`src/rtl/color_capture_ctrl.sv`:
```
// color_capture_ctrl: clears the colour detector, gates one camera frame into it, drains,
// then snapshots the nine cell colours until enough consecutive snapshots agree or attempts run out.
module color_capture_ctrl #(
  parameter int FRAME_PIXELS  = 307200,
  parameter int CLR_CYCLES    = 2,
  parameter int DRAIN_CYCLES  = 16,
  parameter int STABLE_FRAMES = 3,
  parameter int MAX_FRAMES    = 8
) (
  input  logic        i_clk,
  input  logic        i_rstn,
  input  logic        i_start,
  input  logic        i_abort,
  input  logic [15:0] i_data,
  input  logic        i_valid,
  input  logic        i_sof,
  output logic [15:0] o_det_data,
  output logic        o_det_valid,
  output logic        o_det_rstn,
  input  logic [26:0] i_colors,
  output logic [26:0] o_colors,
  output logic        o_stable,
  output logic        o_busy,
  output logic        o_done,
  input  logic        i_ack
);
  localparam int PW   = $clog2(FRAME_PIXELS + 1);
  localparam int FW   = $clog2(MAX_FRAMES + 1);
  localparam int CMAX = CLR_CYCLES > DRAIN_CYCLES ? CLR_CYCLES : DRAIN_CYCLES;
  localparam int CW   = $clog2(CMAX + 1);
  localparam logic [PW-1:0] PIX_LAST = PW'(FRAME_PIXELS - 1);
  localparam logic [CW-1:0] CLR_LAST = CW'(CLR_CYCLES - 1);
  localparam logic [CW-1:0] DRN_LAST = CW'(DRAIN_CYCLES - 1);
  localparam logic [FW-1:0] STABLE_N = FW'(STABLE_FRAMES);
  localparam logic [FW-1:0] MAX_N    = FW'(MAX_FRAMES);

  typedef enum logic [2:0] {IDLE, CLEAR, WAIT_SOF, STREAM, DRAIN, COMPARE, DONE} state_t;

  state_t        r_state, w_next;
  logic [PW-1:0] r_pix;
  logic [CW-1:0] r_cnt;
  logic [FW-1:0] r_att, r_match, w_att_nx, w_match_nx;
  logic [26:0]   r_snap, r_colors;
  logic [15:0]   r_det_data;
  logic          r_det_valid, r_det_rstn, r_busy, r_done, r_stable;
  logic          w_sof_px, w_same, w_fwd, w_busy, w_det_rstn, w_done;

  assign w_sof_px   = i_valid && i_sof;
  assign w_same     = (i_colors == r_snap) && (r_match != '0);
  assign w_match_nx = w_same ? r_match + 1'b1 : FW'(1);
  assign w_att_nx   = r_att + 1'b1;

  always_comb begin
    w_next = r_state;
    case (r_state)
      IDLE:     w_next = i_start ? CLEAR : IDLE;
      CLEAR:    w_next = r_cnt == CLR_LAST ? WAIT_SOF : CLEAR;
      WAIT_SOF: w_next = w_sof_px ? (FRAME_PIXELS == 1 ? DRAIN : STREAM) : WAIT_SOF;
      STREAM:   w_next = w_sof_px ? CLEAR : (i_valid && r_pix == PIX_LAST) ? DRAIN : STREAM;
      DRAIN:    w_next = r_cnt == DRN_LAST ? COMPARE : DRAIN;
      COMPARE:  w_next = (w_match_nx == STABLE_N || w_att_nx == MAX_N) ? DONE : CLEAR;
      DONE:     w_next = i_ack ? IDLE : DONE;
      default:  w_next = IDLE;
    endcase
    if (i_abort) w_next = IDLE;
  end

  // status outputs are registered from the next state so they line up with the state register
  always_comb begin
    w_fwd      = !i_abort && i_valid && (r_state == WAIT_SOF ? i_sof : (r_state == STREAM && !i_sof));
    w_busy     = w_next != IDLE;
    w_det_rstn = w_next != CLEAR;
    w_done     = w_next == DONE;
  end

  always_ff @(posedge i_clk) begin
    if (!i_rstn) begin
      r_state     <= IDLE;
      r_pix       <= '0;
      r_cnt       <= '0;
      r_att       <= '0;
      r_match     <= '0;
      r_snap      <= '0;
      r_colors    <= '0;
      r_stable    <= 1'b0;
      r_det_data  <= '0;
      r_det_valid <= 1'b0;
      r_det_rstn  <= 1'b1;
      r_busy      <= 1'b0;
      r_done      <= 1'b0;
    end else begin
      r_state     <= w_next;
      r_cnt       <= (w_next == r_state && (r_state == CLEAR || r_state == DRAIN)) ? r_cnt + 1'b1 : '0;
      r_det_valid <= w_fwd;
      r_det_rstn  <= w_det_rstn;
      r_busy      <= w_busy;
      r_done      <= w_done;
      if (w_fwd) begin
        r_det_data <= i_data;
        r_pix      <= r_state == WAIT_SOF ? PW'(1) : r_pix + 1'b1;
      end
      if (r_state == IDLE && w_next == CLEAR) begin
        r_att   <= '0;
        r_match <= '0;
      end
      if (r_state == COMPARE && !i_abort) begin
        r_att   <= w_att_nx;
        r_match <= w_match_nx;
        r_snap  <= i_colors;
        if (w_next == DONE) begin
          r_colors <= i_colors;
          r_stable <= w_match_nx == STABLE_N;
        end
      end
    end
  end

  assign o_det_data  = r_det_data;
  assign o_det_valid = r_det_valid;
  assign o_det_rstn  = r_det_rstn;
  assign o_colors    = r_colors;
  assign o_stable    = r_stable;
  assign o_busy      = r_busy;
  assign o_done      = r_done;
endmodule

```
`config.mk`:
```
export PLATFORM = sky130hd
export DESIGN_NAME = color_capture_ctrl
export DESIGN_NICKNAME = d
export VERILOG_FILES = /design/src/rtl/color_capture_ctrl.sv
export SDC_FILE = /design/constraint.sdc
export NUM_CORES = 1
export LEC_CHECK = 0
export BUFFER_PORTS_ARGS = -buffer_cell sky130_fd_sc_hd__buf_2
export CAP_MARGIN = 20
export CORE_ASPECT_RATIO = 1.75
export CORE_MARGIN = 2
export CORE_UTILIZATION = 50
export DETAILED_ROUTE_END_ITERATION = 10
export PLACE_DENSITY = 0.81
export SLEW_MARGIN = 5
export SYNTH_ARGS = -nofsm -noshare
export SYNTH_HDL_FRONTEND = slang
export SYNTH_SLANG_ARGS = --single-unit
export TNS_END_PERCENT = 1
```
`constraint.sdc`:
```
create_clock -name i_clk -period 2.2 [get_ports i_clk]
set_input_delay 0.33 -clock i_clk [delete_from_list [all_inputs] [get_ports i_clk]]
set_output_delay 0.33 -clock i_clk [all_outputs]
set_load 0.01 [all_outputs]
```
### After elaboration in Yosys (flattened, before gate mapping)

Cells that the tools add are included.

| storage, ports and cells | value |
|---|---|
| bits in registers | 110 |
| bits of input ports | 50 |
| output and inout port bits | 48 |
| logic and storage cells | 68 |

| cells by class | value |
|---|---|
| add/subtract/negate cells | 4 |
| eq/ne operators | 16 |
| muxes and demuxes | 16 |
| reductions and logical operators | 19 |

Operators with widths:

| operator | number |
|---|---|
| 27-bit == test | 1 |
| 3-bit one-hot mux with 7 select lines | 1 |
| 19-bit by 1-bit adder with 19-bit output, second input constant | 1 |
| 19-bit == test, second input constant | 1 |
| 19-bit two-way mux | 1 |
| 4-bit two-way mux | 4 |
| 3-bit two-way mux | 5 |
| 3-bit == test, second input constant | 4 |
| 1-bit logical AND | 9 |
| 4-bit by 1-bit adder with 4-bit output, second input constant | 2 |
| 3-bit by 1-bit == test with 1-bit output, second input constant | 2 |
| 3-bit by 2-bit == test with 1-bit output, second input constant | 2 |
| 5-bit by 1-bit adder with 5-bit output, second input constant | 1 |
| 5-bit by 1-bit == test with 1-bit output, second input constant | 1 |
| 5-bit by 4-bit == test with 1-bit output, second input constant | 1 |
| 4-bit by 2-bit == test with 1-bit output, second input constant | 1 |
| 4-bit == test, second input constant | 1 |
| 1-bit two-way mux | 4 |
| 2-bit AND reduction | 2 |
| 4-bit nonzero test | 1 |
| 3-bit == test | 1 |
| 3-bit logical NOT | 1 |
| 3-bit by 1-bit != test with 1-bit output, second input constant | 1 |
| 3-bit nonzero test | 1 |
| 4 further kinds | 6 |

### Logic depth before layout (Yosys ltp)

Gate-level depths: netlist of run 1.

| logic depth | value |
|---|---|
| depth in word-level cells | 12 |
| depth in mapped cells | 9 |
| mapped depth without buffers | 8 |

### Worst setup path after synthesis of run 1

No wires, ideal clock.

| timing | value |
|---|---|
| kind | reg2reg |
| start point | reg r_match[0] |
| end point | reg r_busy (netlist: o_busy) |
| library setup time | 120 ps |
| arrival time | 1910 ps |
| data required time | 2080 ps |
| setup slack | 170 ps |
| stages on the path, launching flop included | 9 |
| buffers on the path | 0 |
| clock period less this slack | 2030 ps |
| cells stage by stage | dfxtp_1 inv_1 ha_1 or3b_1 and4_4 and4b_4 a211oi_1 a221o_1 a211o_1 |

| between the ends | value |
|---|---|
| cells in the longest elaborated chain, start to end | 9 |

Ends and longest elaborated chain:

| what | line | RTL |
|---|---|---|
| start, declared | 42 | `logic [FW-1:0] r_att, r_match, w_att_nx, w_match_nx;` |
| start signal, assigned | 108 | `r_match <= w_match_nx;` |
| parallel branches: the longest is 2 deep, another holds 4-bit by 1-bit adder with 4-bit output | n/a |  |
| 4-bit two-way mux (*) | 50 | `assign w_match_nx = w_same ? r_match + 1'b1 : FW'(1);` |
| 4-bit by 2-bit == test with 1-bit output (*) | 61 | `COMPARE: w_next = (w_match_nx == STABLE_N \|\| w_att_nx == MAX_N) ? DONE : CLEAR;` |
| 1-bit logical OR (*) | 61 |  |
| 3-bit two-way mux (*) | 61 |  |
| 3-bit one-hot mux with 7 select lines (*) | 55 | `case (r_state)` |
| 3-bit two-way mux (*) | 65 | `if (i_abort) w_next = IDLE;` |
| 3-bit nonzero test (*) | 71 | `w_busy = w_next != IDLE;` |
| end signal, assigned | 96 | `r_busy <= w_busy;` |
| end, declared | 45 | `logic r_det_valid, r_det_rstn, r_busy, r_done, r_stable;` |

Mark *: on every way between the ends.
A chain may end at the register's enable or synchronous reset.

### Final worst setup path of run 1

Same ends and word-level chain as after synthesis.

==> run metrics, run 1 <==
status finished with violations; failing checks setup timing; R2R cell count 9; Hold Path Class primary input to register; Post-Syn Instances 583; Slew @ Worst Pin 0.6217 ns; final worst slack -0.002624 ns; Final Hold Vio Count 0; worst path buffer plus inverter count 2; die area 10970 um2; initial antenna violation count 0; largest net degree at the start of global routing 107; Netlist cell types 54; Setup Crit Path Kind register to register; CP required 2.44 ns; DRC 0; Routed WL 11220 um; layout cells sized above 1 0.2229; post-synthesis register bit count 110; hold_sp i_data[1]; TritonRoute pass-1 iters 4; Clock Path Buffers 2; pwr/cell area 624.7 nW/um2; core box area 9849 um2; worst path cell trace inv_2 -> ha_2 -> or3b_1 -> and4_4 -> and4b_4 -> a21oi_4 -> a211oi_2 -> buf_4 -> a211o_1; maxcap violations 0; Via Count 4287; Synth Flop Type dfxtp_1; GR Util All Layers 0.2129; Clock transition at path regs 0.08 ns; # diodes 0; FF-to-FF Start r_match[0]; Die Y 137.1 um; Final Setup Violations 1; Crit. End Element register; cell family with most CP delay simple AND/OR/NAND/NOR gates; clock root buffer clkbuf_16; Non-Filler Instances 807; Crit path largest cell delay 0.37 ns; EDFF count, synth 0; worst vdd rail ir drop 0.5022 mV; YS warnings 0; unrepaired setup endpoints after global routing true; async set-reset flop share out of synthesis 0; first-pass GRT wire length 18390 um; Filler Cells Inserted 844; Layout area overhead 18.79%; antenna-violating nets left 0; post-layout minimum cycle time 2.203 ns; row count 48; Worst Hold Endpoint o_det_data[1]; post-CTS setup buffers 0; clk sinks 110; setup TNS -0.002624 ns; vias per inst 5.312; I/O Pins 98; fin nets 734; Placed Instances 791; syn_area_per_cell 8.679 um2; Iter 0 DRT Violations 217; TritonCTS clock tree done; CTS Buf Count 9; dpl hpwl 8181 um; Tcrit/Tclk final 1.001; Leakage 2.436 nW; vias in the first global route 4135; max-slew headroom at the worst pin 0.5856; placer's final routability congestion estimate 0.9016; Layout Skew 0.01283 ns; Final Total Pwr 3.755 mW; overall die width 80.05 um; CP startpoint kind register; Clock Latency Late Sink 0.35 ns; Core Util, Final 0.6103; sequential area share after synthesis 0.4352; Port-buffer cells 97; Slowest cell on crit path dfxtp_4; crit path max fanout 5; fin. max-slew vios 0; hold depth 3; initial core utilization 0.5137; Mapped Nets 640; r2r setup slk -0.003 ns; H-tree levels 3; WP data arrival 2.44 ns; grt total ovfl 0; drt wl/cell 13.91 um; reg2reg end o_busy; Synth Cell Area 5060 um2; fmax 454.0 MHz
## layer usage
metal  global-route usage  routed length [um]
met4              0.09040                 289
met2               0.3963                6003
met1               0.2197                4387
met3              0.05475                 543
met5                    0                   0
## cells in the mapped netlist (3+ instances only)
master | number | area share
nand2b_1 | 4 | 0.0049
or3_1 | 5 | 0.0062
nand4_1 | 9 | 0.011
ha_1 | 7 | 0.017
mux2i_1 | 28 | 0.055
nand2_1 | 166 | 0.12
a21oi_1 | 7 | 0.0069
nand3_1 | 14 | 0.014
xnor2_1 | 9 | 0.016
nor3_1 | 3 | 0.0030
and2_1 | 6 | 0.0074
and4_1 | 3 | 0.0052
clkbuf_1 | 20 | 0.015
nor2_1 | 34 | 0.025
and3_1 | 8 | 0.0099
a21boi_0 | 45 | 0.067
o21ai_0 | 12 | 0.012
xor2_1 | 37 | 0.064
dfxtp_1 | 110 | 0.44
buf_2 | 6 | 0.0059
nor4_2 | 7 | 0.017
inv_1 | 5 | 0.0037
## state kept, by name, indices dropped and copies added (netlist names)
register     cells
o_colors        27
r_snap          27
r_pix           19
o_det_data      16
r_cnt            5
r_att            4
r_match          4
r_state          3
o_busy           1
o_det_rstn       1
o_det_valid      1
o_done           1
o_stable         1
## how the worst max path moves through the flow
| stage | start | to | slack [ns] | cells after the start |
|---|---|---|---|---|
| 5_1_grt | r_pix[0] | o_busy | -0.10 | 7 |
| 2_1_floorplan | r_match[0] | o_busy | 0.17 | 8 |
| 3_5_place_dp | i_colors[9] | o_done | -0.17 | 8 |
| 3_3_place_gp | i_colors[9] | o_done | -0.18 | 8 |
| 4_1_cts | r_snap[6] | o_colors[20] | 0.004 | 6 |
| 6_report | r_match[0] | o_busy | -0.003 | 9 |
## through the flow
stage	setup WS (ns)	hold WS [ns]	instance area (um2)
floorplan	0.1699	0.4334	5060
global placement	-0.1763	0.4393	5687
detailed placement	-0.1745	0.4468	5687
CTS	0.004430	0.2153	5988
global route	-0.1005	0.2279	6011
finish	-0.002624	0.2242	6011
## cell families (layout without fill, tap and decap cells)
logic type      Yosys count  in the layout  synth area share
xor+xnor                 46             46           0.07962
mux                      28             28           0.05539
flops                   110            110            0.4352
buf+inv                  33            132           0.03239
compound gates           85             85            0.1219
fa+ha+maj                 7              7           0.01731
simple gates            274            274            0.2582
## report_power, final
group          switching [mW]  internal (mW)
combinational           0.109         0.0814
clock                   0.775          0.796
sequential            0.00318           1.99
## cell usage in the layout (no fill, tap or decap), types with 6 or more instances in the layout
cell type    n
a21boi_0    45
a21oi_1      7
and2_1       6
and3_1       8
buf_2       97
buf_4       12
clkbuf_16    9
dfxtp_1    107
ha_1         6
mux2i_1     28
nand2_1    166
nand3_1     14
nand4_1      9
nor2_1      34
nor4_2       7
o21ai_0     11
xnor2_1      9
xor2_1      37
## final cells by class
cell class              instances  area, um2  share of cell area
flip-flops and latches        110       2208              0.3674
clock buffers                   9      225.2             0.03747
well taps                     125      156.4             0.02602
inverters                       5      18.77            0.003122
repair buffers                111      615.6              0.1024
clock inverters                 7      67.56             0.01124
multi-input cells             440       2719              0.4523
## tightest hold or removal path: cells and delay by family
kind / cells / cell delay, ns
AOI/OAI and AO/OA: 1 / 0.06
buffers and inverters: 1 / 0.09
and+or+nand+nor: 1 / 0.04
## repair_timing
| item | in CTS | in global routing |
|---|---|---|
| gates cloned | 0 | 0 |
| hold buffers | 0 | 0 |
| endpoints found under the setup margin | 30 | 38 |
| endpoints found under the hold margin | 0 | 0 |
| gates resized for setup | 4 | 8 |
| pin swaps | 2 | 4 |
Note: power is estimated with default switching activity, not from simulation.
==> inputs of run 2 (changes only) <==
--- a/config.mk
+++ b/config.mk
@@ -5,12 +5,12 @@
 export SDC_FILE = /design/constraint.sdc
 export NUM_CORES = 1
 export LEC_CHECK = 0
-export BUFFER_PORTS_ARGS = -buffer_cell sky130_fd_sc_hd__buf_2
 export CAP_MARGIN = 20
 export CORE_ASPECT_RATIO = 1.75
 export CORE_MARGIN = 2
-export CORE_UTILIZATION = 50
+export CORE_UTILIZATION = 60
 export DETAILED_ROUTE_END_ITERATION = 10
+export DONT_BUFFER_PORTS = 1
 export PLACE_DENSITY = 0.81
 export SLEW_MARGIN = 5
 export SYNTH_ARGS = -nofsm -noshare
==> constraint.sdc (replaced) <==
create_clock -name i_clk -period 2.3 [get_ports i_clk]
set_input_delay 0.345 -clock i_clk [delete_from_list [all_inputs] [get_ports i_clk]]
set_output_delay 0.345 -clock i_clk [all_outputs]
set_load 0.01 [all_outputs]
==> run 2 against run 1 <==
Against the previous run: the flow still finishes with violations (setup timing); hold slack got worse by 0.099 ns; global-route usage is 2.8 points higher; maximum frequency is 4.4% lower; sequential power down 4%; design area decreased by 9.8%; clock skew fell by 0.0050 ns; routed wire length shrank 3.0%; non-clock buffer count decreased by 102; clock power decreased by 8%; cell count shrank 17%; via count decreased by 8.2%; combinational power decreased by 53%.
==> run metrics, run 2 (synthesis gave the netlist of run 1 again) <==
I/O Pins 98 (unchanged); DRC 0 (unchanged); die area 9213 um2 (-16%); Hold Path Class primary input to register; maxcap violations 0 (unchanged); clk sinks 110 (unchanged); most frequent cells in the layout 166 x nand2_1, 109 x dfxtp_1, 44 x a21boi_0; Leakage 1.924 nW (-21%); antenna-violating nets left 0 (unchanged); post-layout minimum cycle time 2.304 ns (+0.1014 ns); pwr/cell area 636.9 nW/um2 (+1.9%); Slew @ Worst Pin 0.5934 ns (-0.02822 ns); WHS 0.1250 ns (-0.09911 ns); row count 44 (-8.3%); Worst Hold Endpoint r_pix[0]; final worst slack -0.004016 ns (-0.001392 ns); vias in the first global route 3919 (-5.2%); Core Util, Final 0.6568 (+0.04655); Die Y 125.5 um (-8.5%); initial antenna violation count 0 (unchanged); Routed WL 10880 um (-3.0%); status finished with violations; Port-buffer cells 0 (-100%); vias per inst 5.845 (+10%); placer's final routability congestion estimate 0.8810 (-2.3%); commonest non-fill, non-tap cell in the layout nand2_1; dpl hpwl 7693 um (-6.0%); grt total ovfl 0 (unchanged); CP startpoint kind register; reg2reg end o_busy; Setup WS pre-CTS -0.01585 ns (+0.1586 ns); Via Count 3934 (-8.2%); failing checks setup timing; initial core utilization 0.6127 (+0.09901); hold_sp i_rstn; hold depth 1 (-2); clock root buffer clkbuf_16; # diodes 0 (unchanged); drt wl/cell 16.17 um (+16%); largest net degree at the start of global routing 108 (+0.93%); Layout area overhead 7.196%; GR Util All Layers 0.2409 (+0.02801); r2r setup slk -0.004 ns (about the same); CP required 2.53 ns (+0.09 ns); H-tree levels 3 (unchanged); fin. max-slew vios 0 (unchanged); Setup Crit Path Kind register to register; Final Setup Violations 1 (unchanged); Clock Latency Late Sink 0.35 ns (about the same); layout cells sized above 1 0.08262 (-0.1403); first-pass GRT wire length 17640 um (-4.1%); WP data arrival 2.53 ns (+0.09 ns); Tcrit/Tclk final 1.002 (about the same); Final Hold Vio Count 0 (unchanged); overall die width 73.42 um (-8.3%); FF-to-FF Start r_match[0]; CTS Buf Count 9 (unchanged); fmax 434.0 MHz (-4.4%); TritonCTS clock tree done; core box area 8258 um2 (-16%); Crit. End Element register; R2R cell count 8 (-1); TritonRoute pass-1 iters 4 (unchanged); fin nets 633 (-14%); worst vdd rail ir drop 0.4806 mV (-4.3%); Layout Skew 0.007830 ns (-0.005002 ns); Clock Path Buffers 2 (unchanged); Clock transition at path regs 0.07 ns (about the same); Iter 0 DRT Violations 209 (-3.7%); unrepaired setup endpoints after global routing true; crit path max fanout 5 (unchanged); max-slew headroom at the worst pin 0.6035 (+0.01797)
-- run 2: metal layers --
metal | track usage | part of all wire
met5 | 0 | 0
met4 | 0.1219 | 0.027
met1 | 0.2527 | 0.38
met3 | 0.05963 | 0.058
met2 | 0.4287 | 0.53
-- run 2: timing repair --
action,4_1_cts,5_1_grt
cloned,1,0
setup endpoints to repair,13,24
hold buffers,0,0
buffers inserted,0,1
pin swaps,1,2
gates resized for setup,0,6
-- run 2: area by class of cell --
type | count | area, um2
Clock buffer | 9 | 225.2
Clock inverter | 7 | 57.56
Fill cell | 666 | 2834
Inverter | 5 | 18.77
Multi-Input combinational cell | 441 | 2724
Sequential cell | 110 | 2203
Tap cell | 92 | 115.1
Timing Repair Buffer | 9 | 80.08
-- run 2: how the worst max path moves through the flow --
stage | cells after the start | end | from
after detailed placement | 8 | o_colors[12] | r_match[0]
final | 8 | o_busy | r_match[0]
after global placement | 7 | o_done | r_cnt[0]
after floorplan | 8 | o_busy | r_match[0]
after global routing | 7 | o_busy | r_pix[0]
after CTS | 8 | o_busy | r_match[0]
-- run 2: through the flow --
stage / std cells / TNS (ns) / power (mW) / area, um2
after CTS: 672 / 0 / 3.491 / 5384
after detailed placement: 655 / -0.01770 / 2.042 / 5090
after floorplan: 583 / 0 / 2.045 / 5060
after global routing: 673 / -0.1553 / 3.573 / 5424
final: 673 / -0.004016 / 3.454 / 5424
after global placement: 655 / 0 / 2.039 / 5090
-- run 2: critical path, cell delays in order (launching register included) --
cell and delay (ns):
dfxtp_1 0.36, inv_1 0.09, ha_1 0.14, or3b_1 0.37
and4_4 0.18, and4b_4 0.22, a21oi_4 0.31, a311oi_2 0.18
a211o_1 0.33
-- run 2: power breakdown --
group,switching (mW),leakage (nW),internal (mW)
Sequential,0.00357,0.886,1.91
Clock,0.709,0.129,0.745
Combinational,0.0465,0.909,0.0438
Total,0.760,1.92,2.69
